$ cat src/rtl/vliw_pipe_stage_if.sv
// rtl/vliw_pipe_stage_if.sv - bundle handshake and status signals of the VLIW pipe stage
interface vliw_pipe_stage_if #(
  parameter int SLOTS  = 2,
  parameter int SLOT_W = 16
);
  logic                    in_valid;
  logic                    in_ready;
  logic [SLOTS*SLOT_W-1:0] in_data;
  logic [SLOTS-1:0]        in_slot_en;
  logic                    out_valid;
  logic                    out_ready;
  logic [SLOTS*SLOT_W-1:0] out_data;
  logic [SLOTS-1:0]        out_slot_en;
  logic [1:0]              occupancy;
  logic [15:0]             bundle_count;

  // master: the surrounding pipeline; slave: the stage itself
  modport master (
    output in_valid, in_data, in_slot_en, out_ready,
    input  in_ready, out_valid, out_data, out_slot_en, occupancy, bundle_count
  );

  modport slave (
    input  in_valid, in_data, in_slot_en, out_ready,
    output in_ready, out_valid, out_data, out_slot_en, occupancy, bundle_count
  );
endinterface

$ cat src/rtl/vliw_pipe_stage.sv
// rtl/vliw_pipe_stage.sv - two-entry registered VLIW bundle stage with NOP drop and flush
module vliw_pipe_stage #(
  parameter int SLOTS    = 2,
  parameter int SLOT_W   = 16,
  parameter int DROP_NOP = 1
) (
  input logic              clk,
  input logic              reset,
  input logic              flush,
  vliw_pipe_stage_if.slave bus
);
  localparam int W = SLOTS * SLOT_W;

  logic [W-1:0]     mem_data [2];
  logic [SLOTS-1:0] mem_en   [2];
  logic             wr_ptr;
  logic             rd_ptr;
  logic [1:0]       count;
  logic [15:0]      delivered;
  logic             push_hs;
  logic             is_nop;
  logic             do_push;
  logic             do_pop;

  assign bus.in_ready  = (count != 2'd2) && !flush && !reset;
  assign bus.out_valid = (count != 2'd0) && !flush;

  // An all-disabled bundle still completes its handshake; it just never lands in storage.
  assign push_hs = bus.in_valid && bus.in_ready;
  assign is_nop  = (DROP_NOP != 0) && (bus.in_slot_en == '0);
  assign do_push = push_hs && !is_nop;
  assign do_pop  = bus.out_valid && bus.out_ready;

  assign bus.out_slot_en  = bus.out_valid ? mem_en[rd_ptr] : '0;
  assign bus.occupancy    = count;
  assign bus.bundle_count = delivered;

  // Disabled slots read as zero so downstream sees the canonical NOP encoding.
  for (genvar k = 0; k < SLOTS; k++) begin : g_slot
    assign bus.out_data[k*SLOT_W +: SLOT_W] =
      bus.out_slot_en[k] ? mem_data[rd_ptr][k*SLOT_W +: SLOT_W] : '0;
  end

  always_ff @(posedge clk) begin
    if (do_push) begin
      mem_data[wr_ptr] <= bus.in_data;
      mem_en[wr_ptr]   <= bus.in_slot_en;
    end
  end

  always_ff @(posedge clk or posedge reset) begin
    if (reset) begin
      wr_ptr    <= 1'b0;
      rd_ptr    <= 1'b0;
      count     <= 2'd0;
      delivered <= 16'd0;
    end else if (flush) begin
      wr_ptr <= 1'b0;
      rd_ptr <= 1'b0;
      count  <= 2'd0;
    end else begin
      if (do_push) wr_ptr <= ~wr_ptr;
      if (do_pop) begin
        rd_ptr    <= ~rd_ptr;
        delivered <= delivered + 16'd1;
      end
      case ({do_push, do_pop})
        2'b10:   count <= count + 2'd1;
        2'b01:   count <= count - 2'd1;
        default: count <= count;
      endcase
    end
  end
endmodule

$ cat src/flat_wrapper.sv
// flat-port wrapper written by rule: the top's interface ports become plain ports
module vliw_pipe_stage_flat 
#(
  parameter int SLOTS    = 2,
  parameter int SLOT_W   = 16,
  parameter int DROP_NOP = 1
)
  (clk, reset, flush, bus_in_valid, bus_in_data, bus_in_slot_en, bus_out_ready, bus_in_ready, bus_out_valid, bus_out_data, bus_out_slot_en, bus_occupancy, bus_bundle_count);
  vliw_pipe_stage_if #(.SLOTS(SLOTS), .SLOT_W(SLOT_W)) bus_i ();
  input logic clk;
  input logic reset;
  input logic flush;
  input wire logic [$bits(bus_i.in_valid)-1:0] bus_in_valid;
  input wire logic [$bits(bus_i.in_data)-1:0] bus_in_data;
  input wire logic [$bits(bus_i.in_slot_en)-1:0] bus_in_slot_en;
  input wire logic [$bits(bus_i.out_ready)-1:0] bus_out_ready;
  output wire logic [$bits(bus_i.in_ready)-1:0] bus_in_ready;
  output wire logic [$bits(bus_i.out_valid)-1:0] bus_out_valid;
  output wire logic [$bits(bus_i.out_data)-1:0] bus_out_data;
  output wire logic [$bits(bus_i.out_slot_en)-1:0] bus_out_slot_en;
  output wire logic [$bits(bus_i.occupancy)-1:0] bus_occupancy;
  output wire logic [$bits(bus_i.bundle_count)-1:0] bus_bundle_count;
  assign bus_i.in_valid = bus_in_valid;
  assign bus_i.in_data = bus_in_data;
  assign bus_i.in_slot_en = bus_in_slot_en;
  assign bus_i.out_ready = bus_out_ready;
  assign bus_in_ready = bus_i.in_ready;
  assign bus_out_valid = bus_i.out_valid;
  assign bus_out_data = bus_i.out_data;
  assign bus_out_slot_en = bus_i.out_slot_en;
  assign bus_occupancy = bus_i.occupancy;
  assign bus_bundle_count = bus_i.bundle_count;
  vliw_pipe_stage #(.SLOTS(SLOTS), .SLOT_W(SLOT_W), .DROP_NOP(DROP_NOP)) u_core (.clk(clk), .reset(reset), .flush(flush), .bus(bus_i));
endmodule
$ cat config.mk
export PLATFORM = sky130hd
export DESIGN_NAME = vliw_pipe_stage_flat
export DESIGN_NICKNAME = d
export VERILOG_FILES = /design/src/rtl/vliw_pipe_stage_if.sv /design/src/rtl/vliw_pipe_stage.sv /design/src/flat_wrapper.sv
export SDC_FILE = /design/constraint.sdc
export NUM_CORES = 1
export LEC_CHECK = 0
export CORE_MARGIN = 8
export CORE_UTILIZATION = 30
export DETAILED_ROUTE_END_ITERATION = 8
export GPL_ROUTABILITY_DRIVEN = 1
export GPL_TIMING_DRIVEN = 0
export PLACE_DENSITY_LB_ADDON = 0.25
export RECOVER_POWER = 25
export SLEW_MARGIN = 20
export SYNTH_ARGS = -nofsm -noshare
export SYNTH_HDL_FRONTEND = slang
export SYNTH_SLANG_ARGS = --single-unit
export TNS_END_PERCENT = 30
$ cat constraint.sdc
create_clock -name clk -period 3.6 [get_ports clk]
set_input_delay 1.08 -clock clk [delete_from_list [all_inputs] [get_ports clk]]
set_output_delay 1.08 -clock clk [all_outputs]
set_load 0.05 [all_outputs]
==> Yosys cells after proc, flatten, opt, wreduce, memory -nomap -nowiden <==
Memory sizes are Yosys's and may differ from the RTL's.
Index checks and enable logic that the tools add are counted.
{ "word_totals": {"word_cells": 41, "input_bits": 39, "register_bits": 20, "ramBits": 68, "out_inout_bits": 54, "memories": 2} }
{ "mem_list": {"columns": ["name", "words", "width", "read_ports", "rd_clocked_by_memory_dff", "wr", "line_no", "rtl"], "rows": [
  ["u_core.mem_data", 2, 32, 1, 0, 1, "vliw_pipe_stage.sv:14", "logic [W-1:0] mem_data [2];"],
  ["u_core.mem_en", 2, 2, 1, 0, 1, "vliw_pipe_stage.sv:15", "logic [SLOTS-1:0] mem_en [2];"]
]} }
{ "classes": {"bitwise_logic": 3, "muxes": 11, "addsub": 3, "n_eq_ne": 3, "reduce_logical": 15} }
{ "op_table": {"columns": ["operator", "count"], "rows": [
  ["$mux 16", 2],
  ["$add 16x1->16 const B", 1],
  ["$logic_and 1x1->1", 6],
  ["$mux 1", 6],
  ["$reduce_bool 2->1", 3],
  ["$mux 2", 2],
  ["$pmux 2 s2", 1],
  ["$logic_not 1->1", 3],
  ["$not 1->1", 3],
  ["$reduce_bool 3->1", 1],
  ["$add 2x1->2 const B", 1],
  ["$eq 2x1->1 const B", 1],
  ["$eq 2x2->1 const B", 1],
  ["$logic_not 2->1", 1],
  ["$ne 2x2->1 const B", 1],
  ["$reduce_and 2->1", 1],
  ["$sub 2x1->2 const B", 1]
]} }

==> Depth between registers and ports, before layout <==
{ "depth": {"ltp_word": 8, "mapped_depth": 5, "depth_no_buf": 5} }

==> Worst setup path after synthesis <==
No wires, ideal clock.
{ "synth_path": {"path_type": "input to output", "start": "input port flush", "end": "output port bus_out_data[10]", "path_stages": 5, "t_required_ns": 2.520, "n_path_buf": 2, "arrival_ns": 2.533, "setup_slack_ns": -0.013, "path_cell_list": "o21ba_2 > buf_6 > nand2_1 > buf_2 > nor2_1"} }
{ "synth_between": {"elab_chain_cells": 4} }
{ "synth_rtl": {"columns": ["element", "line_no", "rtl"], "rows": [
  ["start: declaration", "flat_wrapper.sv:12", "input logic flush;"],
  ["$logic_not 1->1", "vliw_pipe_stage.sv:26", "assign bus.out_valid = (count != 2'd0) && !flush;"],
  ["$logic_and 1x1->1", "vliw_pipe_stage.sv:26", null],
  ["named net bus_out_valid", "flat_wrapper.sv:18", "output wire logic [$bits(bus_i.out_valid)-1:0] bus_out_valid;"],
  ["$mux 2", "vliw_pipe_stage.sv:34", "assign bus.out_slot_en = bus.out_valid ? mem_en[rd_ptr] : '0;"],
  ["$mux 16", "vliw_pipe_stage.sv:41", "bus.out_slot_en[k] ? mem_data[rd_ptr][k*SLOT_W +: SLOT_W] : '0;"],
  ["end: declaration", "flat_wrapper.sv:19", "output wire logic [$bits(bus_i.out_data)-1:0] bus_out_data;"]
]} }
The timed path passes the listed nets, and every way through them passes these cells.

==> Worst setup path in the final report <==
{ "layout_path": {"start": "input port flush", "end": "output port bus_out_data[28]"} }
{ "layout_between": {"elab_chain_cells": 4} }
{ "layout_rtl": {"columns": ["element", "line_no"], "rows": [
  ["$logic_not 1->1", "vliw_pipe_stage.sv:26"],
  ["$logic_and 1x1->1", "vliw_pipe_stage.sv:26"],
  ["$mux 2", "vliw_pipe_stage.sv:34"],
  ["$mux 16", "vliw_pipe_stage.sv:41"]
]} }
Every way passes these cells.

==> run metrics <==
Leak about 1.8 nW; VDD IR max between 200 and 300 uV; GRT Overall Usage 0.104; largest net degree at the start of global routing 25; Setup TNS 0 ns; RSZ-0062 raised after global routing true; cell count after synthesis around 230; fill cell count roughly 1000; register area share after synthesis 0.717; CTS clk-pin slew, worst paths 0.06 ns; critical path class input pin to primary output; initial antenna violation count 2; vias in the first global route ~2400; placed cells 468; CP Launch Type input pin; Hold Crit Class flip-flop to flip-flop; Finished Cell Area about 5000 um^2; final worst path period share 0.988; DR iter-0 viols between 80 and 90; total gr overflow 0; clock share of power 0.398; Netlist Area Pre-Place approximately 3500 um^2; non-filler cells, final 484; Post-DP HPWL 5.50 mm; initial core utilization 0.309; first-pass iteration count of the detailed router 4; CTS Sinks 88; drc violations 0; Setup Fix Bufs, Post-CTS 0; r2r setup slk approximately 1.5 ns; H-tree Lvls 3; net load switching power between 500 and 600 uW; Setup-failing EPs final 0; total CTS buffers 9; CP Max Fanout 10; Async SR Flop Fraction 0.227; Switching Share 0.233; CP endpoint kind primary output; cts-stage hold buffer count 0; post-route total power between 2 and 2.5 mW; row cnt 39; worst r2r path cells 4; Int Power ~1.7 mW; CP required roughly 2.5 ns; Ports between 90 and 100; Area growth, synth to finish 40.5%; Hold Vio Cnt, Final 0; hold path startpoint u_core.bus.bundle_count[15]; antenna-violating nets left 0; reg2reg end u_core.mem_data[0][0]; hold path depth 1; Die Span X around 120 um; gp weighted congestion 0.693; Slew @ Worst Pin roughly 0.82 ns; Reg power frac 0.505; Pwr Density between 400 and 500 nW/um^2; via count between 2000 and 2500; Die ar. around 16000 um^2; clk_lat worst skew between 0.3 and 0.4 ns; Slew Limit Headroom 0.453; Yosys warnings 0; Core Region approximately 11000 um^2; top_reg_cell synth edfxtp_1; Avg Synthesized Cell Area between 15 and 20 um^2; Worst Hold End u_core.bus.bundle_count[15]; Routed WL around 8 mm; clock tree root driver cell clkbuf_16; number of port buffers between 90 and 100; Cell variety after synth 31; Wirelength per Cell 16.2 um; Die Ht ~120 um; Final Skew 0.00600 ns; Slew Viols, Final 0; run status finished clean; Worst EP arrival between 2 and 2.5 ns; TritonCTS clock tree done; min Tclk post-route between 3 and 4 ns; vias per inst roughly 4.5; number of synthesized flops with an enable pin 68; register bit total from synthesis a little under 90; Nets 376; layout cells sized above 1 0.206; Post-CTS Resized approximately 160; f_max between 0.2 and 0.3 GHz; Combinational Power Share 0.098; Max Root-Sink Buffers 2; RR Startpoint u_core.bus.occupancy[1]; Maximum Capacitance Violations 0; syn_nets approximately 270; first-pass GRT wire length about 13 mm; placed cell areas between 4000 and 5000 um^2
## area by class of cell
| type | count | area (um^2) | area share |
|---|---|---|---|
| flip-flops and latches | 88 | 2540 | 0.511 |
| multi-input cells | 131 | 966 | 0.194 |
| repair buffers | 94 | 941 | 0.189 |
| clock buffers | 9 | 225 | 0.0452 |
| well taps | 143 | 179 | 0.0359 |
| clock inverters | 6 | 61.3 | 0.0123 |
| plain buffers | 7 | 43.8 | 0.00879 |
| inverters | 5 | 18.8 | 0.00377 |
| diodes | 1 | 2.50 | 0.000503 |
## cells by family (layout without fill, tap and decap cells)
kind of cell    Yosys count  after routing  share of synthesized area
fa+ha+maj                 1              1                    0.00353
compound gates            5              5                    0.00918
buf+inv                  12            121                     0.0169
other cells               0              1                          0
flops                    88             88                      0.717
xor+xnor                 17             17                     0.0420
mux                      36             36                      0.103
simple gates             72             72                      0.108
## critical path: stages
cell and delay, ns:
clkdlybuf4s15_2 0.25, o21ba_2 0.28, buf_6 0.17, nand2_4 0.11
buf_2 0.20, nor2_1 0.19, buf_6 0.19
## cell usage after synthesis, types with 2 or more instances
master,number,share of area
edfxtp_1,68,0.58
nor2_1,39,0.041
mux2i_1,33,0.093
dfrtp_1,20,0.14
xnor2_1,10,0.025
nand2_1,7,0.0074
xor2_1,7,0.017
buf_2,6,0.0085
inv_1,5,0.0053
and4_1,4,0.0099
mux2_2,3,0.0095
nand3_1,3,0.0042
nand4_1,3,0.0053
nor2b_1,3,0.0053
and2_1,2,0.0035
and2b_1,2,0.0042
o21ai_0,2,0.0028
## power by group through the flow
stage / Clock, mW / Combinational (mW) / Sequential [mW]
global route: 0.972 / 0.238 / 1.15
detailed placement: 0 / 0.232 / 1.17
global placement: 0 / 0.225 / 1.17
finish: 0.904 / 0.222 / 1.15
floorplan: 0 / 0.0788 / 1.21
CTS: 0.929 / 0.231 / 1.15
## worst max path at each step
stage	from	end	cells after the start	slack, ns
after floorplan	flush	bus_out_data[10]	5	-0.01
after global placement	flush	u_core.mem_data[0][0]	3	-1.66
after detailed placement	flush	bus_out_data[28]	7	-1.14
after CTS	flush	bus_out_data[13]	7	0.02
after global routing	flush	bus_out_data[28]	7	-0.02
final	flush	bus_out_data[28]	7	0.04
## flip-flops by register name, indices dropped and copies added (netlist names)
name                     cells
u_core.mem_data             64
u_core.bus.occupancy         2
u_core.bus.bundle_count     16
u_core.rd_ptr                1
u_core.wr_ptr                1
u_core.mem_en                4
## placed cells by master (no fill, tap or decap), types with 4 or more instances in the layout
master,n
xnor2_1,10
clkbuf_16,9
clkbuf_4,7
clkdlybuf4s50_1,27
buf_6,6
and4_1,4
xor2_1,7
clkdlybuf4s15_2,15
inv_1,5
dlygate4sd3_1,28
dfrtp_1,20
edfxtp_1,68
buf_2,7
nand2_1,5
mux2i_1,33
nor2_1,39
buf_4,7
## metal layers
layer | GRT usage | up-vias | routed length, um
met5 | 0 | - | 8
met4 | 0.0340 | 2 | 109
met3 | 0.0574 | 11 | 669
met2 | 0.152 | 70 | 3430
met1 | 0.127 | 1052 | 3640
li1 | - | 1043 | -
## metrics by stage
stage               setup WS, ns  hold slack, ns  utilization
global route             -0.0224           0.488        0.434
detailed placement         -1.14           0.460        0.409
floorplan                -0.0129           0.524            -
finish                    0.0432           0.474        0.434
global placement           -1.66           0.457        0.405
CTS                       0.0178           0.476        0.431
(Power assumes the default switching activity.)
